**src/rtl/sram_port_arbiter_pkg.sv**
```systemverilog
// ============================================================================
// Module   : sram_port_arbiter_pkg
// Purpose  : Shared state encodings, owner constants and defaults for the
//            SRAM port arbiter.
// Revision : 1.0 - initial release
// ============================================================================
`default_nettype none

package sram_port_arbiter_pkg;

   typedef enum logic [1:0] {
      ARB_IDLE = 2'd0,
      ARB_BUSY = 2'd1,
      ARB_DONE = 2'd2
   } arb_state_t;

   localparam logic ARB_OWNER_IF  = 1'b0;
   localparam logic ARB_OWNER_MEM = 1'b1;

   localparam int ARB_DEFAULT_WAIT_CYCLES = 3;

endpackage

`default_nettype wire

```
**src/rtl/sram_wait_counter.sv**
```systemverilog
// ============================================================================
// Module   : sram_wait_counter
// Purpose  : Loadable down-counter that times one SRAM access; saturates at 0.
// Revision : 1.0 - initial release
// ============================================================================
`default_nettype none

module sram_wait_counter #(
   parameter int WIDTH = 2
) (
   input  logic             clk,
   input  logic             rst,
   input  logic             load,
   input  logic [WIDTH-1:0] load_val,
   input  logic             dec,
   output logic             zero
);

   logic [WIDTH-1:0] count;

   always_ff @(posedge clk or posedge rst) begin
      if (rst) begin
         count <= '0;
      end else if (load) begin
         count <= load_val;
      end else if (dec && (count != '0)) begin
         count <= count - WIDTH'(1);
      end
   end

   assign zero = (count == '0);

endmodule

`default_nettype wire

```
**src/rtl/sram_port_arbiter.sv**
```systemverilog
// ============================================================================
// Module   : sram_port_arbiter
// Purpose  : Shares one fixed-latency SRAM between fetch and memory stage.
//            SRAM_ARB_ROUND_ROBIN_EN selects alternating priority on contention.
// Revision : 1.0 - initial release
// ============================================================================
`default_nettype none

module sram_port_arbiter
   import sram_port_arbiter_pkg::*;
#(
   parameter int WAIT_CYCLES = ARB_DEFAULT_WAIT_CYCLES
) (
   input  logic        clk,
   input  logic        rst,
   input  logic        if_req,
   input  logic [31:0] if_addr,
   output logic        if_ready,
   output logic [31:0] if_rdata,
   input  logic        mem_rreq,
   input  logic        mem_wreq,
   input  logic [31:0] mem_addr,
   input  logic [31:0] mem_wdata,
   output logic        mem_ready,
   output logic [31:0] mem_rdata,
   output logic        sram_en,
   output logic        sram_we,
   output logic [31:0] sram_addr,
   output logic [31:0] sram_wdata,
   input  logic [31:0] sram_rdata,
   output logic        freeze
);

   localparam int CW = (WAIT_CYCLES > 1) ? $clog2(WAIT_CYCLES) : 1;
   localparam logic [CW-1:0] LOAD_VAL = CW'(WAIT_CYCLES - 1);

   arb_state_t state;
   arb_state_t state_next;

   logic        mem_pending;
   logic        any_req;
   logic        grant_owner;
   logic        cnt_load;
   logic        cnt_dec;
   logic        cnt_zero;
   logic        capture;
   logic        grant;

   logic [31:0] addr_q;
   logic [31:0] wdata_q;
   logic [31:0] rdata_q;
   logic        we_q;
   logic        owner_q;

   assign mem_pending = mem_rreq | mem_wreq;
   assign any_req     = if_req | mem_pending;
   assign grant       = (state == ARB_IDLE) && any_req;

`ifdef SRAM_ARB_ROUND_ROBIN_EN
   logic last_owner;

   always_ff @(posedge clk or posedge rst) begin
      if (rst) begin
         last_owner <= ARB_OWNER_MEM;
      end else if (grant) begin
         last_owner <= grant_owner;
      end
   end

   // On contention the requester that did not own the previous access wins.
   always_comb begin
      grant_owner = ARB_OWNER_MEM;
      if (if_req && mem_pending) begin
         grant_owner = (last_owner == ARB_OWNER_MEM) ? ARB_OWNER_IF : ARB_OWNER_MEM;
      end else if (if_req) begin
         grant_owner = ARB_OWNER_IF;
      end
   end
`else
   assign grant_owner = mem_pending ? ARB_OWNER_MEM : ARB_OWNER_IF;
`endif

   always_ff @(posedge clk or posedge rst) begin
      if (rst) begin
         state <= ARB_IDLE;
      end else begin
         state <= state_next;
      end
   end

   always_comb begin
      state_next = state;
      cnt_load   = 1'b0;
      cnt_dec    = 1'b0;
      capture    = 1'b0;
      case (state)
         ARB_IDLE: begin
            if (any_req) begin
               cnt_load   = 1'b1;
               state_next = ARB_BUSY;
            end
         end
         ARB_BUSY: begin
            if (cnt_zero) begin
               capture    = 1'b1;
               state_next = ARB_DONE;
            end else begin
               cnt_dec = 1'b1;
            end
         end
         ARB_DONE: begin
            state_next = ARB_IDLE;
         end
         default: begin
            state_next = ARB_IDLE;
         end
      endcase
   end

   sram_wait_counter #(
      .WIDTH (CW)
   ) u_wait_counter (
      .clk      (clk),
      .rst      (rst),
      .load     (cnt_load),
      .load_val (LOAD_VAL),
      .dec      (cnt_dec),
      .zero     (cnt_zero)
   );

   // A simultaneous read and write request is performed as a write.
   always_ff @(posedge clk or posedge rst) begin
      if (rst) begin
         addr_q  <= '0;
         wdata_q <= '0;
         we_q    <= 1'b0;
         owner_q <= ARB_OWNER_IF;
      end else if (grant) begin
         owner_q <= grant_owner;
         if (grant_owner == ARB_OWNER_MEM) begin
            addr_q  <= mem_addr;
            wdata_q <= mem_wdata;
            we_q    <= mem_wreq;
         end else begin
            addr_q  <= if_addr;
            wdata_q <= '0;
            we_q    <= 1'b0;
         end
      end
   end

   always_ff @(posedge clk or posedge rst) begin
      if (rst) begin
         rdata_q <= '0;
      end else if (capture && !we_q) begin
         rdata_q <= sram_rdata;
      end
   end

   assign sram_en    = (state == ARB_BUSY);
   assign sram_we    = (state == ARB_BUSY) && we_q;
   assign sram_addr  = addr_q;
   assign sram_wdata = wdata_q;

   assign if_ready   = (state == ARB_DONE) && (owner_q == ARB_OWNER_IF);
   assign mem_ready  = (state == ARB_DONE) && (owner_q == ARB_OWNER_MEM);
   assign if_rdata   = rdata_q;
   assign mem_rdata  = rdata_q;

   assign freeze = (if_req & ~if_ready) | (mem_pending & ~mem_ready);

endmodule

`default_nettype wire

```
**config.mk**
```make
export PLATFORM = sky130hd
export DESIGN_NAME = sram_port_arbiter
export DESIGN_NICKNAME = d
export VERILOG_FILES = /design/src/rtl/sram_port_arbiter_pkg.sv /design/src/rtl/sram_wait_counter.sv /design/src/rtl/sram_port_arbiter.sv
export SDC_FILE = /design/constraint.sdc
export NUM_CORES = 1
export LEC_CHECK = 0
export ABC_AREA = 1
export ABC_CLOCK_PERIOD_IN_PS = 7920
export CAP_MARGIN = 20
export CORE_MARGIN = 8
export CORE_UTILIZATION = 30
export DETAILED_ROUTE_END_ITERATION = 16
export MAX_ROUTING_LAYER = met4
export PLACE_DENSITY = 0.65
export SYNTH_ARGS = -nofsm -noshare
export SYNTH_HDL_FRONTEND = slang
export SYNTH_SLANG_ARGS = --single-unit
```
**constraint.sdc**
```tcl
create_clock -name clk -period 7.92 [get_ports clk]
set_input_delay 1.584 -clock clk [delete_from_list [all_inputs] [get_ports clk]]
set_output_delay 1.584 -clock clk [all_outputs]
set_load 0.05 [all_outputs]
```
==> flow_summary.json, run 1 <==
{
  "p_leak_uw": 0.00370,
  "tritoncts": "built",
  "place_ws_ns": 2.77,
  "synthFlopType": "dfrtp_1",
  "grt_util_met3": 0.0493,
  "avgSynthCellArea_sq_um": 7.92,
  "drc": 0,
  "min-delay-start": "sram_wdata[22]",
  "grt_pass1_vias": 4419,
  "die_y_microns": 141,
  "min_period_ns": 5.14,
  "power_density_nw_per_um2": 521,
  "clock_latency_ns": 0.34,
  "core-area_sq_um": 15300,
  "slowest_stage": "clkdlybuf4s50_1",
  "async_flop_share": 1.00,
  "path_cells": "clkdlybuf4s50_1, inv_2, nand2_4, o21ai_0, o21ai_0, clkdlybuf4s50_1",
  "cts_made_buffers": 9,
  "critPathKind": "in -> out",
  "synth.top_cell.area_share": 0.543,
  "antenna_found_initial": 0,
  "gr-usage-met1": 0.179,
  "max_freq_mhz": 194,
  "skew_ns": 0.00795,
  "nets": 945,
  "root_buffer": "clkbuf_16",
  "vias": 4320,
  "slew_headroom": 0.334,
  "synthCells": 593,
  "end_kind": "output port",
  "cts-hold-fix-buffers": 0,
  "ctsLongestPathBuffers": 2,
  "first_iter_violations": 159,
  "fillers": 1493,
  "antenna_cells": 0,
  "hold_path_end": "sram_wdata[22]",
  "fp-row-count": 45,
  "min_path_type": "reg -> reg",
  "die-area_sq_um": 19900,
  "stdcell_count": 1027,
  "cp.arrival_ns": 3.56,
  "grt_use_total": 0.155,
  "dp.cells": 1011,
  "status": "complete, no violations",
  "r2r-start": "we_q",
  "die_w_microns": 141,
  "start_kind": "input port",
  "cts_resized": 0,
  "maxSlewViolCount": 0,
  "synth-edff-count": 0,
  "maxCapViolCount": 0,
  "synth_common_cells": "367 x nand2_1, 102 x dfrtp_1, 37 x buf_4",
  "fin_setup_tns_ns": 0,
  "synth_top_cells_by_area": "dfrtp_1 54%, nand2_1 29%, buf_4 5.9%",
  "place_hpwl_microns": 11300,
  "gr-total-overflow": 0,
  "grt_pass1_wl_microns": 23800,
  "slowest_delay_ns": 0.82,
  "crit_fanout": 34,
  "port_buffers": 265,
  "first_pass_iters": 4,
  "fin_crit_sh": 0.650,
  "yosys_warnings": 0,
  "reg2regPathDepth": 4,
  "ys_ff_latch": 102,
  "path_clk_slew_ns": 0.07,
  "cts.sinks": 102,
  "h-tree-depth": 3,
  "cts_setup_buffers": 0,
  "setup_viol": 0,
  "drive_gt1_frac": 0.0368,
  "grt_max_degree": 69,
  "worstSetupStartpoint": "mem_wreq",
  "worstHoldPathCells": 2,
  "syn_nets": 727,
  "rr_endpoint": "if_rdata[13]",
  "reg2reg_slack_ns": 5.65,
  "busiest_layer": "met2",
  "rsz0062_at_grt": "false",
  "crit_required_ns": 6.34,
  "max_slew.worst_pin.slew_ns": 0.993,
  "peakVddDrop_uv": 264,
  "hold_viol": 0,
  "ios": 266,
  "wire_per_inst_microns": 14.8,
  "viasPerCell": 4.21,
  "ant_nets": 0,
  "yosysMostFrequentCell": "nand2_1",
  "synthToLayoutAreaGrowth_pct": 60.8,
  "use_met2": 0.255,
  "place_congestion": 0.753,
  "initial_utilization": 0.308,
  "routed_wl_microns": 15200,
  "syn_area_sq_um": 4700,
  "ys_seq_area_frac": 0.543,
  "ys_types": 18,
  "timing.final.ws_setup_ns": 2.78,
  "synth.largest_area_cell": "dfrtp_1"
}
## how the worst max path moves through the flow
stage / slack (ns) / cells past startpoint / to
final: 2.78 / 6 / freeze
after floorplan: 3.62 / 2 / freeze
after global placement: 2.78 / 6 / freeze
after CTS: 2.76 / 6 / freeze
after detailed placement: 2.77 / 6 / freeze
after global routing: 2.59 / 6 / freeze
## sequential cells by signal, summed over array words and instances, names as in the netlist
register and count:
if_rdata 32, u_wait_counter.count 2, owner_q 1, we_q 1, sram_wdata 32, sram_addr 32
state 2
## report_power, final
| part | switching (uW) | total, uW | leakage (uW) | internal, uW |
|---|---|---|---|---|
| Combinational | 1730 | 2480 | 0.00229 | 751 |
| Clock | 195 | 513 | 0.000166 | 318 |
| Sequential | 163 | 943 | 0.00124 | 780 |
## layer usage
metal	vias to the layer above	share of wire
met3	12	0.094
met2	161	0.47
met1	1952	0.42
li1	2195	-
met5	-	0
met4	0	0.011
## cell type report
type / instances / area, sq um / share of cell area
Timing Repair Buffer: 267 / 2670 / 0.353
Clock inverter: 5 / 106 / 0.0141
Sequential cell: 102 / 2550 / 0.338
Multi-Input combinational cell: 418 / 1670 / 0.221
Tap cell: 211 / 264 / 0.0349
Inverter: 13 / 51.3 / 0.00679
Clock buffer: 11 / 243 / 0.0321
## kinds of logic after synthesis
family	after synthesis	synth area share
adder cells (fa/ha/maj)	1	0.00266
flip-flops	102	0.543
buffers and inverters	73	0.101
AND/OR/NAND/NOR	415	0.351
AO/OA/AOI/OAI	2	0.00213
## critical path, delay by kind of cell
kind / cells / cell delay (ns)
compound gates: 2 / 0.23
buf+inv: 3 / 1.44
simple gates: 1 / 0.29
## metrics by stage
step | power [uW] | hold WS, ns | util | cell area [sq um]
after floorplan | 2710 | 0.457 | - | 4700
after global placement | 3450 | 0.453 | 0.472 | 7210
after detailed placement | 3460 | 0.457 | 0.472 | 7210
after CTS | 3990 | 0.475 | 0.495 | 7550
after global routing | 4140 | 0.482 | 0.495 | 7550
final | 3940 | 0.468 | 0.495 | 7550
## cells in the final DEF (no fill, tap or decap)
cell | netlist | routed
nand3_1 | 35 | 35
nand2_1 | 367 | 367
clkbuf_16 | 0 | 9
inv_2 | 3 | 3
inv_1 | 9 | 8
inv_4 | 0 | 1
nand2_2 | 3 | 3
clkinvlp_4 | 0 | 1
clkinv_1 | 1 | 1
o21ai_0 | 2 | 2
nor2_1 | 4 | 4
clkbuf_8 | 0 | 1
clkinv_4 | 0 | 1
dfrtp_1 | 102 | 102
bufinv_16 | 0 | 3
ha_1 | 1 | 1
nand2_4 | 1 | 1
clkdlybuf4s50_1 | 0 | 265
nor2_2 | 1 | 1
nand3_2 | 1 | 1
buf_4 | 37 | 2
clkbuf_1 | 3 | 1
nor2_4 | 3 | 3
No activity file was read; power rests on OpenSTA's default activity.
==> inputs of run 2 (changes only) <==
- ABC_CLOCK_PERIOD_IN_PS: 7920 -> 5320
- clock period: 7.92 -> 5.32 ns (I/O delays scaled with it)
==> run 2 against run 1 <==
  * Via count rose by 0.49%
  * Sequential share of layout area rose by 0.23 points
  * Non-clock buffer count increased by 1
  * Final cell count stayed put
  * Global-route usage is 0.12 points lower
  * Worst hold slack better by 0.0014 ns
  * Setup slack lost 1.6 ns
  * Clock power is 27% higher
  * Power grew 46%
==> flow_summary.json, run 2 (synthesis gave the netlist of run 1 again) <==
{
  "crit_required_ns": 4.26,
  "cts_made_buffers": 9,
  "utilization": 0.492,
  "fin_crit_sh": 0.770,
  "min_path_type": "reg -> reg",
  "power_density_nw_per_um2": 766,
  "grt_max_degree": 68,
  "max_freq_mhz": 244,
  "first_iter_violations": 204,
  "nets": 946,
  "hold_viol": 0,
  "h-tree-depth": 3,
  "tritoncts": "built",
  "layout_common_cells": "367 x nand2_1, 265 x clkdlybuf4s50_1, 102 x dfrtp_1",
  "antenna_cells": 0,
  "p_leak_uw": 0.00368,
  "root_buffer": "clkbuf_16",
  "crit_fanout": 34,
  "cts_setup_buffers": 0,
  "final_common_cell": "nand2_1",
  "place_congestion": 0.757,
  "place_ws_ns": 1.20,
  "drc": 0,
  "cp.arrival_ns": 3.03,
  "initial_utilization": 0.308,
  "critPathKind": "in -> out",
  "cts_resized": 0,
  "routed_wl_microns": 15100,
  "fin_setup_tns_ns": 0,
  "grt_pass1_wl_microns": 23600,
  "wire_per_inst_microns": 14.7,
  "viasPerCell": 4.23,
  "maxCapViolCount": 0,
  "fp-row-count": 45,
  "grt_util_met3": 0.0506,
  "cts-hold-fix-buffers": 0,
  "cts.sinks": 102,
  "gr-usage-met1": 0.173,
  "start_kind": "input port",
  "busiest_layer": "met2",
  "grt_pass1_vias": 4375,
  "max_slew.worst_pin.slew_ns": 0.867,
  "path_clk_slew_ns": 0.07,
  "ctsLongestPathBuffers": 2,
  "timing.final.ws_setup_ns": 1.22,
  "antenna_found_initial": 0,
  "drive_gt1_frac": 0.0368,
  "slew_headroom": 0.422,
  "grt_use_total": 0.154,
  "first_pass_iters": 4,
  "peakVddDrop_uv": 356,
  "vias": 4341,
  "skew_ns": 0.00539,
  "ant_nets": 0,
  "ios": 266,
  "use_met2": 0.251,
  "die_w_microns": 141,
  "end_kind": "output port",
  "setup_viol": 0,
  "rsz0062_at_grt": "false",
  "min_period_ns": 4.10,
  "status": "complete, no violations",
  "gr-total-overflow": 0,
  "die_y_microns": 141,
  "maxSlewViolCount": 0,
  "clock_latency_ns": 0.34,
  "place_hpwl_microns": 11300,
  "die-area_sq_um": 19900,
  "synthToLayoutAreaGrowth_pct": 59.7,
  "port_buffers": 265,
  "core-area_sq_um": 15300
}
==> run 2: cell count changes in the layout (fill, tap and decap cells not counted) <==
cell	before	now
clkinv_4	1	0
clkinv_2	0	2
buf_4	2	3
bufinv_16	3	1
==> run 2: final timing paths <==
path	cells past startpoint	endpoint	start	slack [ns]
worst max-delay path	6	freeze	mem_wreq	1.22
worst min-delay path	2	sram_wdata[29]	sram_wdata[29]	0.47
worst max register to register	5	sram_addr[16]	state[1]	3.53
worst min register to register	2	sram_wdata[29]	sram_wdata[29]	0.47
max in group asynchronous	3	sram_addr[29]	rst	3.09
min in group asynchronous	2	sram_wdata[29]	rst	1.26
==> run 2: worst max-delay path, cell delays in order <==
cell and delay, ns:
clkdlybuf4s50_1 0.56, inv_2 0.07, nand2_4 0.29, o21ai_0 0.14, o21ai_0 0.09, clkdlybuf4s50_1 0.82
==> run 2: layer usage <==
layer | wire length, microns | vias to the layer above | share of wire
li1 | - | 2195 | -
met1 | 6360 | 1955 | 0.42
met2 | 7110 | 171 | 0.47
met3 | 1340 | 20 | 0.088
met4 | 333 | 0 | 0.022
met5 | 0 | - | 0
==> run 2: stage by stage <==
| step | hold slack, ns | area (sq um) | power (uW) | std cells |
|---|---|---|---|---|
| floorplan | 0.457 | 4700 | 4030 | 593 |
| global placement | 0.453 | 7210 | 5140 | 1012 |
| detailed placement | 0.457 | 7210 | 5160 | 1012 |
| CTS | 0.474 | 7500 | 5840 | 1027 |
| global route | 0.486 | 7500 | 6070 | 1027 |
| finish | 0.470 | 7500 | 5750 | 1027 |
==> run 2: where the power goes <==
| group | internal [uW] | total [uW] | switching (uW) |
|---|---|---|---|
| Sequential | 1160 | 1400 | 242 |
| Combinational | 1120 | 3690 | 2570 |
| Clock | 374 | 654 | 280 |
| Total | 2660 | 5750 | 3090 |
==> run 2: cell type report <==
type,instances,area (sq um)
fillers,1561,7750
repair buffers,268,2680
flip-flops and latches,102,2550
multi-input cells,418,1670
well taps,211,264
clock buffers,11,243
inverters,13,51.3
clock inverters,4,47.5
==> inputs of run 3 (changes only) <==
- ABC_CLOCK_PERIOD_IN_PS: 5320 -> 3900
- clock period: 5.32 -> 3.9 ns (I/O delays scaled with it)
==> run 3 against run 2 <==
  * Non-clock buffer count grew 2
  * Clock-buffer cell count down 2
  * Final cell count up 0.29%
  * Sequential power rose by 36%
==> flow_summary.json, run 3 (synthesis gave the netlist of run 1 again) <==
{
  "status": "complete, no violations",
  "tritoncts": "built",
  "cts_resized": 0,
  "hold_viol": 0,
  "initial_utilization": 0.308,
  "grt_max_degree": 67,
  "ctsLongestPathBuffers": 2,
  "placed_cell_area_sq_um": 7250,
  "place_congestion": 0.774,
  "h-tree-depth": 3,
  "dp.cells": 1014,
  "min_path_type": "reg -> reg",
  "rsz0062_at_grt": "false",
  "fin_setup_tns_ns": 0,
  "ant_nets": 0,
  "fin_crit_sh": 0.825,
  "min_period_ns": 3.22,
  "fillers": 1516,
  "port_buffers": 265,
  "core-area_sq_um": 15300,
  "crit_required_ns": 3.12,
  "nets": 948,
  "die_w_microns": 141,
  "synthToLayoutAreaGrowth_pct": 60.9,
  "grt_pass1_vias": 4401,
  "power_density_nw_per_um2": 1050,
  "worstSetupStartpoint": "mem_wreq",
  "vias": 4378,
  "grt_pass1_wl_microns": 24200,
  "antenna_found_initial": 0,
  "fp-row-count": 45,
  "viasPerCell": 4.25,
  "cp-endpoint": "freeze",
  "drc": 0,
  "crit_fanout": 3,
  "final_common_cell": "nand2_1",
  "reg2reg_slack_ns": 2.14,
  "cts_setup_buffers": 0,
  "first_pass_iters": 4,
  "root_buffer": "clkbuf_16",
  "path_clk_slew_ns": 0.07,
  "routed_wl_microns": 15300,
  "slew_headroom": 0.424,
  "gr-total-overflow": 0,
  "stdcell_count": 1030,
  "maxSlewViolCount": 0,
  "maxCapViolCount": 0,
  "max_slew.worst_pin.slew_ns": 0.864,
  "skew_ns": 0.00751,
  "cts-hold-fix-buffers": 0,
  "cts_made_buffers": 9,
  "first_iter_violations": 168,
  "die-area_sq_um": 19900,
  "clock_latency_ns": 0.35,
  "cts.sinks": 102,
  "grt_use_total": 0.157,
  "start_kind": "input port",
  "seq_area_sq_um": 2550,
  "reg2regPathDepth": 5,
  "antenna_cells": 0,
  "critPathKind": "in -> out",
  "setup_viol": 0,
  "multi_input_area_sq_um": 1670,
  "p_leak_uw": 0.00370,
  "place_hpwl_microns": 11300,
  "peakVddDrop_uv": 483,
  "layout_common_cells": "367 x nand2_1, 265 x clkdlybuf4s50_1, 102 x dfrtp_1",
  "r2r-start": "we_q",
  "max_freq_mhz": 311,
  "stdcell_area_sq_um": 7560,
  "drive_gt1_frac": 0.0415,
  "end_kind": "output port",
  "ios": 266,
  "wire_per_inst_microns": 14.8,
  "rr_endpoint": "if_rdata[29]",
  "cp.arrival_ns": 2.44,
  "die_y_microns": 141
}
-- run 3: worst max-delay path, cell delays in order --
cell	delay [ns]
clkdlybuf4s50_1	0.57
inv_2	0.07
nand2_4	0.06
o21ai_0	0.06
o21ai_0	0.07
clkdlybuf4s50_1	0.83
-- run 3: power breakdown --
part / internal (uW) / switching, uW / leakage (uW)
clock: 506 / 424 / 0.000151
sequential: 1580 / 329 / 0.00124
combinational: 1550 / 3520 / 0.00231
total: 3640 / 4280 / 0.00370
-- run 3: final cells by class --
type,count,share of cell area
clock buffer,9,0.0298
timing repair buffer,270,0.359
inverter,13,0.00679
tap,211,0.0349
sequential,102,0.338
clock inverter,7,0.0104
multi-input combinational,418,0.221
-- run 3: worst min-delay path by stage --
stage / start / endpoint / slack, ns / cells after the start
after CTS: sram_wdata[3] / sram_wdata[3] / 0.48 / 2
after detailed placement: sram_wdata[19] / sram_wdata[19] / 0.46 / 2
after floorplan: we_q / we_q / 0.46 / 2
final: sram_wdata[31] / sram_wdata[31] / 0.47 / 2
after global routing: sram_wdata[16] / sram_wdata[16] / 0.49 / 2
after global placement: sram_wdata[28] / sram_wdata[28] / 0.45 / 2
-- run 3: routing by layer --
layer,GRT usage,wire (microns),vias up
li1,-,-,2213
met1,0.175,6260,1963
met2,0.251,7120,175
met3,0.0567,1490,27
met4,0.0639,397,0
met5,-,0,-
-- run 3: metrics by stage --
stage	utilization	power, uW	worst slack (ns)	hold slack (ns)
global route	0.495	8340	0.544	0.488
finish	0.495	7910	0.682	0.470
CTS	0.495	8030	0.679	0.476
global placement	0.475	7030	0.692	0.453
floorplan	-	5500	0.445	0.457
detailed placement	0.475	7060	0.679	0.458
